## config.mk

```make
export PLATFORM = sky130hd
export DESIGN_NAME = ysyx_23060025_wbuf
export DESIGN_NICKNAME = d
export VERILOG_FILES = /design/src/rtl/ysyx_23060025_wbuf_pkg.sv /design/src/rtl/ysyx_23060025_wbuf.sv
export SDC_FILE = /design/constraint.sdc
export NUM_CORES = 1
export LEC_CHECK = 0
export CAP_MARGIN = 0
export CORE_MARGIN = 1
export CORE_UTILIZATION = 40
export CTS_CLUSTER_DIAMETER = 40
export DETAILED_ROUTE_END_ITERATION = 10
export PLACE_DENSITY = 0.82
export SLEW_MARGIN = 20
export SYNTH_ARGS = -nofsm -noshare
export SYNTH_HDL_FRONTEND = slang
export SYNTH_SLANG_ARGS = --single-unit
```

## constraint.sdc

```tcl
create_clock -name clock -period 9.3 [get_ports clock]
set_clock_uncertainty 0.15 [all_clocks]
set_input_delay 2.79 -clock clock [delete_from_list [all_inputs] [get_ports clock]]
set_output_delay 2.79 -clock clock [all_outputs]
set_load 0.03 [all_outputs]
```

## src/rtl/ysyx_23060025_wbuf_pkg.sv

```systemverilog
// Shared AXI/write-buffer encodings and the write-buffer FSM state constants.
`ifndef YSYX_23060025_WBUF_DEFINES
`define YSYX_23060025_WBUF_DEFINES
`ifndef MACRO_CACHE_LINE_OFF_ADDR_W
`define MACRO_CACHE_LINE_OFF_ADDR_W 4
`endif
`ifndef AXI_ADDR_SIZE_4
`define AXI_ADDR_SIZE_4 3'b010
`endif
`ifndef AXI_W_STRB_32
`define AXI_W_STRB_32 4'b1111
`endif
`define WBUF_TYPE_LINE 3'b100
`define AXI_BURST_INCR 2'b01
`endif

package ysyx_23060025_wbuf_pkg;
   localparam logic [1:0] S_IDLE = 2'd0;
   localparam logic [1:0] S_AW   = 2'd1;
   localparam logic [1:0] S_W    = 2'd2;
   localparam logic [1:0] S_B    = 2'd3;
endpackage

```

## src/rtl/ysyx_23060025_wbuf.sv

```systemverilog
// Single-entry dcache write buffer: captures a line writeback or uncached store in one cycle
// and drains it as one AXI4 write (AW, W beats low word first, B); in_pwrdy means empty.
module ysyx_23060025_wbuf
   import ysyx_23060025_wbuf_pkg::*;
#(
   parameter int         ADDR_WIDTH            = 32,
   parameter int         DATA_WIDTH            = 32,
   parameter int         CACHE_LINE_OFF_ADDR_W = `MACRO_CACHE_LINE_OFF_ADDR_W,
   parameter logic [3:0] AXI_ID                = 4'd0
) (
   input  logic                                     clock,
   input  logic                                     reset,
   input  logic                                     in_pwr_req,
   input  logic [ADDR_WIDTH-1:0]                    in_pwaddr,
   input  logic [8*(2**CACHE_LINE_OFF_ADDR_W)-1:0]  in_pwdata,
   input  logic [3:0]                               in_pwstrb,
   input  logic [2:0]                               in_pwtype,
   output logic                                     in_pwrdy,
   output logic                                     out_awvalid,
   input  logic                                     out_awready,
   output logic [ADDR_WIDTH-1:0]                    out_awaddr,
   output logic [3:0]                               out_awid,
   output logic [7:0]                               out_awlen,
   output logic [2:0]                               out_awsize,
   output logic [1:0]                               out_awburst,
   output logic                                     out_wvalid,
   input  logic                                     out_wready,
   output logic [DATA_WIDTH-1:0]                    out_wdata,
   output logic [3:0]                               out_wstrb,
   output logic                                     out_wlast,
   input  logic                                     out_bvalid,
   output logic                                     out_bready,
   input  logic [1:0]                               out_bresp,
   output logic                                     out_werr
);
   localparam int CACHE_LINE_W = 8 * (2 ** CACHE_LINE_OFF_ADDR_W);
   localparam int BEATS        = CACHE_LINE_W / DATA_WIDTH;

   logic [1:0]              r_state;
   logic [7:0]              r_cnt;
   logic                    r_werr;
   logic [ADDR_WIDTH-1:0]   r_addr;
   logic [CACHE_LINE_W-1:0] r_data;
   logic [3:0]              r_strb;
   logic [1:0]              r_size;
   logic                    r_is_line;

   logic w_aw_hs;
   logic w_w_hs;
   logic w_b_hs;
   logic w_last;

   assign w_aw_hs = (r_state == S_AW) && out_awready;
   assign w_w_hs  = (r_state == S_W) && out_wready;
   assign w_b_hs  = (r_state == S_B) && out_bvalid;
   assign w_last  = (r_cnt == out_awlen);

   assign in_pwrdy    = (r_state == S_IDLE);
   assign out_awvalid = (r_state == S_AW);
   assign out_awaddr  = r_addr;
   assign out_awid    = AXI_ID;
   assign out_awlen   = r_is_line ? 8'(BEATS - 1) : 8'd0;
   assign out_awsize  = r_is_line ? `AXI_ADDR_SIZE_4 : {1'b0, r_size};
   assign out_awburst = `AXI_BURST_INCR;
   assign out_wvalid  = (r_state == S_W);
   assign out_wdata   = r_data[DATA_WIDTH-1:0];
   assign out_wstrb   = r_is_line ? `AXI_W_STRB_32 : r_strb;
   assign out_wlast   = w_last;
   assign out_bready  = (r_state == S_B);
   assign out_werr    = r_werr;

   always_ff @(posedge clock) begin
      if (reset) begin
         r_state <= S_IDLE;
         r_cnt   <= 8'd0;
         r_werr  <= 1'b0;
      end else begin
         case (r_state)
            S_IDLE: if (in_pwr_req) r_state <= S_AW;
            S_AW: begin
               if (w_aw_hs) begin
                  r_state <= S_W;
                  r_cnt   <= 8'd0;
               end
            end
            S_W: begin
               if (w_w_hs) begin
                  if (w_last) r_state <= S_B;
                  else        r_cnt   <= r_cnt + 8'd1;
               end
            end
            default: begin
               if (w_b_hs) begin
                  r_state <= S_IDLE;
                  if (out_bresp != 2'b00) r_werr <= 1'b1;
               end
            end
         endcase
      end
   end

   // Entry registers need no reset: they are only observed behind a valid.
   always_ff @(posedge clock) begin
      if (in_pwrdy && in_pwr_req) begin
         r_addr    <= in_pwaddr;
         r_data    <= in_pwdata;
         r_strb    <= in_pwstrb;
         r_size    <= in_pwtype[1:0];
         r_is_line <= (in_pwtype == `WBUF_TYPE_LINE);
      end else if (w_w_hs) begin
         r_data <= r_data >> DATA_WIDTH;
      end
   end

   a_no_req_when_busy: assert property (@(posedge clock) disable iff (reset)
      !(in_pwr_req && (r_state != S_IDLE)));
endmodule

```

* Word level (Yosys, flattened, before mapping) *
Cells that the tools add are included.

storage, ports and cells
  register bits = 178
  output and inout port bits = 91
  logic and storage cells = 48

cells by class
  add/sub/neg operators = 1
  equal/unequal tests = 10
  mux-type cells = 15
  bitwise gates (word level) = 1
  reduce and logical (&&, ||, !) cells = 13

operator list
  kind                 number
  $mux 128             2
  $mux 8               3
  $pmux 8 s2           1
  $mux 2               7
  $add 8x1->8 const B  1
  $eq 8x8->1           1
  $ne 2x1->1 const B   3
  $pmux 2 s3           1
  $reduce_bool 2->1    3
  $reduce_and 5->1     1
  $eq 2x2->1 const B   2
  $logic_and 1x1->1    4
  $mux 4               1
  $ne 2x2->1 const B   2
  $reduce_and 4->1     1
  $reduce_bool 4->1    1
  $eq 3x3->1 const B   1
  $reduce_and 3->1     1
  $reduce_or 3->1      1
  $eq 2x1->1 const B   1
  $logic_not 2->1      1
  $not 1->1            1

* Longest topological paths before layout *
  word-level depth = 5
  gate-level depth with buffers = 7

* Worst setup path after synthesis *
OpenSTA, ideal clock, no wires.

  kind = input-to-reg
  start point = input port in_pwr_req
  end point = register r_data[0] (enable)
  setup time = 0.510 ns
  arrival time = 6.864 ns
  required time = 8.640 ns
  slack = 1.776 ns
  cell stages on the path = 4
  path buffers = 2
  cells stage by stage = and2_1 buf_2 buf_2 nand2b_1

on the way
  longest elaborated chain between the ends = 2

RTL lines
  what                         RTL line                   text
  start: declaration           ysyx_23060025_wbuf.sv:13   input logic in_pwr_req,
  $logic_and 1x1->1            ysyx_23060025_wbuf.sv:104  if (in_pwrdy && in_pwr_req) begin
  $reduce_bool 2->1 (no line)  --
  end signal: assignment       ysyx_23060025_wbuf.sv:106  r_data <= in_pwdata;
  end signal: assignment       ysyx_23060025_wbuf.sv:111  r_data <= r_data >> DATA_WIDTH;
  end: declaration             ysyx_23060025_wbuf.sv:43   logic [CACHE_LINE_W-1:0] r_data;

No other way between the ends.
A chain may end at the register's enable or synchronous reset.

* Worst setup path in the final report *
  start point = input port in_pwr_req
  end point = register r_data[70] (enable)

The elaborated chain is that of the path after synthesis.

==> results.ini <==
[yosys]
ys_top_cells_by_area=edfxtp_1, mux2_2, buf_4
synth_cell_types=36
yosys.area.top_type_share=0.666
yosys_register_bits=178
synth_edf_count=167
yosysTopAreaCell=edfxtp_1
avgSynthCellArea_um2=16.7
ys_seq_area_frac=0.695
postSynthCellCount=451
async_reset_ff_frac=0
ys_warn_count=0
netlist_area_um2=7530
ys.flop_type=edfxtp_1

[sta]
maxSlewViolCount=0
fin_crit_sh=0.703
worst_slack_ps=2760
relSlewSlack=0.319
holdWs_ps=309
period_minus_slack_ps=6540
finalHoldViolations=0
clock.fmax_ghz=0.153
worstMarginPinSlew_ps=1020
fin_setup_tns_ps=0
setup_viol=0
rsz0062_at_grt=no

[flow_run]
maxCapViolCount=0

[clock_tree]
post_cts_buffers=0
path_clk_slew_ps=70
postCtsHoldBufs=0
cts-root-buf=clkbuf_16
postCtsResizedCells=0
cts_tree=built
clkSinkCount=178
clk-insertion-delay-late_ps=420
cts.htree.levels=4
cts_inserted_buffers=17
clockBufferDepth=2

[hold_path]
min-delay-start=out_werr$_SDFFE_PP0P_
holdCritPathClass=flip-flop to flip-flop

[global_route]
grt_first_pass_wirelength_mm=24.5
grt-ovfl-total=0
grt_pass1_vias=4744
grt_start_max_net_pins=78
grt_use_total=0.166
antenna_found_initial=1

[worst_setup_path]
worstPathCellList=clkdlybuf4s50_1, and2_4, nand2b_4, buf_4
r2r_setup_slack_ps=5410
slowest_delay_ps=1140
r2r-start=r_state[0]$_SDFFE_PP0P_
crit_required_ps=9200
crit_type=input pin to flip-flop
crit_arrival_ps=6440
worstSetupEndpointType=flip-flop
critPathLaunch=in_pwr_req
worstPathMaxFanout=72
crit_path_top_delay_cell=clkdlybuf4s50_1
start_kind=input pin

[routing]
first_iter_violations=190
vias=4407
ant_nets=0
wire_per_inst_um=17.3
drc=16
viasPerCell=4.83
routed_wl_mm=15.7
dr.pass1.iters=9

[run_status]
violations=DRC
outcome=complete, but fails checks

[floorplanning]
dieArea_um2=19400
rows=49
die_w_um=139
initial_core_util=0.413
core_um2=18200
die_y_um=139
io_pins=266

[final_layout]
n_antenna_cell=0
nets=850
nFillCells=1383
drive_gt1_frac=0.214
syn_to_final_growth_pct=40.1

[placement]
hpwl_mm=11.1
place_ws_ps=2170
portBuffers=252
gp_congestion=0.727

[pwr]
power_density_nw_per_um2=288
cellLeakagePower_uw=0.00376
vdd_ir_drop_max_mv=0.154

-- path summary, 6_finish.rpt --
| check | endpoint | cells past startpoint |
|---|---|---|
| max | r_data[70]$_DFFE_PP_ | 4 |
| max reg2reg | r_data[70]$_DFFE_PP_ | 6 |
| min reg2reg | out_werr$_SDFFE_PP0P_ | 2 |
| min | out_werr$_SDFFE_PP0P_ | 2 |
-- layout make-up --
type	count	area (um2)	share of cell area
sequential	178	5240	0.496
timing repair buffer	255	2540	0.241
multi-input combinational	211	1870	0.178
clock buffer	17	425	0.0403
tap	229	287	0.0272
clock inverter	15	158	0.0149
inverter	7	26.3	0.00249
-- per-stage QoR --
stage | std cells | total power [uW] | util | instance area [um2]
after global placement | 880 | 2320 | 0.547 | 9970
after CTS | 912 | 3070 | 0.579 | 10500
after floorplan | 462 | 2080 | - | 7570
after global routing | 912 | 3180 | 0.579 | 10500
after detailed placement | 880 | 2360 | 0.547 | 9970
final | 912 | 3030 | 0.579 | 10500
-- state kept, by name, summed over array words and instances (netlist names) --
name	count
out_awaddr	32
r_state	2
r_size	2
out_werr	1
r_strb	4
r_data	128
r_cnt	8
r_is_line	1
-- power breakdown --
group | internal, uW | switching [uW]
clock | 381 | 325
sequential | 1270 | 71.9
combinational | 445 | 542
-- per-layer routing --
| metal | up-vias | global-route usage | part of all wire |
|---|---|---|---|
| met5 | - | 0 | 0.00070 |
| met4 | 2 | 0.0485 | 0.011 |
| met3 | 21 | 0.0677 | 0.10 |
| met2 | 188 | 0.289 | 0.51 |
| met1 | 2110 | 0.187 | 0.37 |
| li1 | 2086 | - | - |
-- Yosys cell counts (2+ instances only) --
library cell / number
edfxtp_1: 167
mux2_2: 96
buf_4: 50
and3_1: 33
dfxtp_1: 11
buf_2: 8
clkbuf_1: 8
a21oi_1: 7
inv_1: 7
nand2b_1: 7
or2_2: 7
o21ai_0: 6
ha_1: 5
or3_1: 5
nand2_1: 4
nor2_1: 4
nand3_1: 3
conb_1: 2
nand3b_1: 2
o211ai_1: 2
o31ai_1: 2
-- kinds of logic after synthesis --
group | after synthesis | share of synthesized area
and+or+nand+nor | 73 | 0.0635
AOI/OAI and AO/OA | 23 | 0.0243
adders and majority gates | 5 | 0.00831
muxes | 97 | 0.145
DFF | 178 | 0.695
other | 2 | 0.000998
buffers and inverters | 73 | 0.0627
-- critical path, delay by kind of cell --
family                 cells  cell delay (ps)
buffers and inverters      2             1850
AND/OR/NAND/NOR            2             1730
-- placed cells by master, fill, tap and decap left out, types with 2 or more instances in the layout --
cell,Yosys,final
a21oi_1,7,7
and3_1,33,33
buf_4,50,3
clkbuf_16,0,17
clkdlybuf4s50_1,0,252
clkinvlp_4,0,4
conb_1,2,13
dfxtp_1,11,11
edfxtp_1,167,167
ha_1,5,5
inv_1,7,7
inv_6,0,6
inv_8,0,4
mux2_2,96,96
nand2_1,4,4
nand2b_1,7,6
nand3_1,3,3
nand3b_1,2,2
nor2_1,4,4
o211ai_1,2,2
o21ai_0,6,6
o31ai_1,2,2
or2_2,7,7
or3_1,5,5
No activity file was read; power rests on OpenSTA's default activity.
==> RTL edit (same settings) <==
The macro `MACRO_CACHE_LINE_OFF_ADDR_W` goes from 4 to 6.
--- a/src/rtl/ysyx_23060025_wbuf_pkg.sv
+++ b/src/rtl/ysyx_23060025_wbuf_pkg.sv
@@ -4,3 +4,3 @@
 `ifndef MACRO_CACHE_LINE_OFF_ADDR_W
-`define MACRO_CACHE_LINE_OFF_ADDR_W 4
+`define MACRO_CACHE_LINE_OFF_ADDR_W 6
 `endif
Ports: changed (resized in_pwdata); port bits go from 266 to 650. The function was not compared with the original's and may differ.
==> RTL edit against the original RTL <==
  * Core utilization down 0.60 points
  * Sequential cell count up 384
  * Cell area rose to 3.2 times the old value
  * Wire length increased to 3.7 times the old value
  * Synthesized area rose to 3.1 times the old value
  * Setup slack better by 790 ps
  * Clock power rose to 4.4 times the old value
  * Total power rose to 3.4 times the old value
  * Critical path type unchanged
  * Largest power group unchanged
==> RTL edit: results (changes against the original RTL) <==
Global route
  – First-pass GRT wire length: 85200 µm (+250%)
  – Total track usage: 0.189 (+0.0229)
  – Largest net degree at the start of global routing: 168 (+120%)
  – Vias in the first global route: 14400 (+200%)

Place
  – Dpl hpwl: 40600 µm (+270%)
  – GPL Wtd Cong: 0.815 (+12%)
  – Post-DP Area: 30500 µm² (+210%)

Power
  – Leak: 11.6 nW (+210%)

Drt
  – DRT iter0 DRCs: 665 (+250%)
  – DRT Pass-1 Iters: 4 (-5)
  – Met3 wire length: 5340 µm (+240%)
  – Via Count: 13300 (+200%)
  – Final wirelength: 58400 µm (+270%)
  – WL met2: 29500 µm (+260%)

Clocking
  – CTS Buf Count: 78 (+61)
  – Maximum buffer depth of the clock tree: 3 (+1)
  – Skew-Pair Late Insertion Delay: 590 ps (+170 ps)

Synth
  – Synth area leaders: edfxtp_1 70%, mux2_2 23%, buf_4 1.6%, buf_2 1.1%, dfxtp_1 0.93%
  – Synth cell types: 38 (+5.6%)
  – Seq/Total Area, Yosys: 0.711 (+0.0156)
  – EDFF count, synth: 551 (+230%)
  – Most common library cells after synthesis: 551 x edfxtp_1, 480 x mux2_2, 53 x buf_2

Worst setup path
  – Arr. time, crit path: 5940 ps (-500 ps)
  – Reg-to-Reg End: r_data[292]$_DFFE_PP_
  – Crit path max fanout: 167 (+130%)
  – Critical path's largest stage delay: 680 ps (-460 ps)
  – CP max stage cell: and2_4
  – Reg2reg setup slack: 5240 ps (-170 ps)

Status
  – Status: complete, no violations

Layout
  – Layout Nets: 2464 (+190%)
  – Layout cells sized above 1: 0.326 (+0.112)
  – Max reg flops: 512 (+300%)

STA
  – Worst hold slack: 322 ps (+12.9 ps)
==> RTL edit: cell types whose count changed after synthesis, moves of 4 or more <==
| cell | before | now |
|---|---|---|
| edfxtp_1 | 167 | 551 |
| buf_2 | 8 | 53 |
| or3_1 | 5 | 0 |
| a21oi_1 | 7 | 11 |
| mux2_2 | 96 | 480 |
| nand2b_1 | 7 | 1 |
| nor2_1 | 4 | 8 |
==> RTL edit: report_power, final <==
group | leakage, nW | internal [mW] | switching, mW
Clock | 1.32 | 2.01 | 1.12
Sequential | 5.40 | 4.23 | 0.294
Combinational | 4.84 | 1.32 | 1.27
==> RTL edit: metrics by stage <==
stage          power [mW]  cells  utilization  worst slack [ps]
3_5_place_dp         7.15   2584        0.525              3000
2_1_floorplan        6.40   1277            -              1450
4_1_cts              10.3   2724        0.573              3650
5_1_grt              10.7   2728        0.573              3460
6_report             10.2   2731        0.573              3550
3_3_place_gp         7.02   2584        0.525              3100
==> RTL edit: kinds of logic (layout without fill, tap and decap cells) <==
family / count (synthesis) / after routing / synth area share
DFF: 562 / 562 / 0.711
muxes: 480 / 480 / 0.229
buffers and inverters: 118 / 801 / 0.0299
and+or+nand+nor: 68 / 68 / 0.0174
AOI/OAI and AO/OA: 33 / 33 / 0.00960
adders and majority gates: 5 / 5 / 0.00265
other: 2 / 17 / 0.000318
==> RTL edit: cell type report <==
cell class,count,area (µm²)
diodes,6,15.0
multi-input cells,597,6150
clock buffers,89,2040
well taps,765,957
flip-flops and latches,562,16800
fillers,4198,24800
clock inverters,51,713
repair buffers,654,6590
inverters,7,26.3
==> RTL edit: worst max-delay path: cells and delay by family <==
kind,cells,cell delay [ps]
buffers and inverters,3,1730
muxes,1,410
and+or+nand+nor,1,680
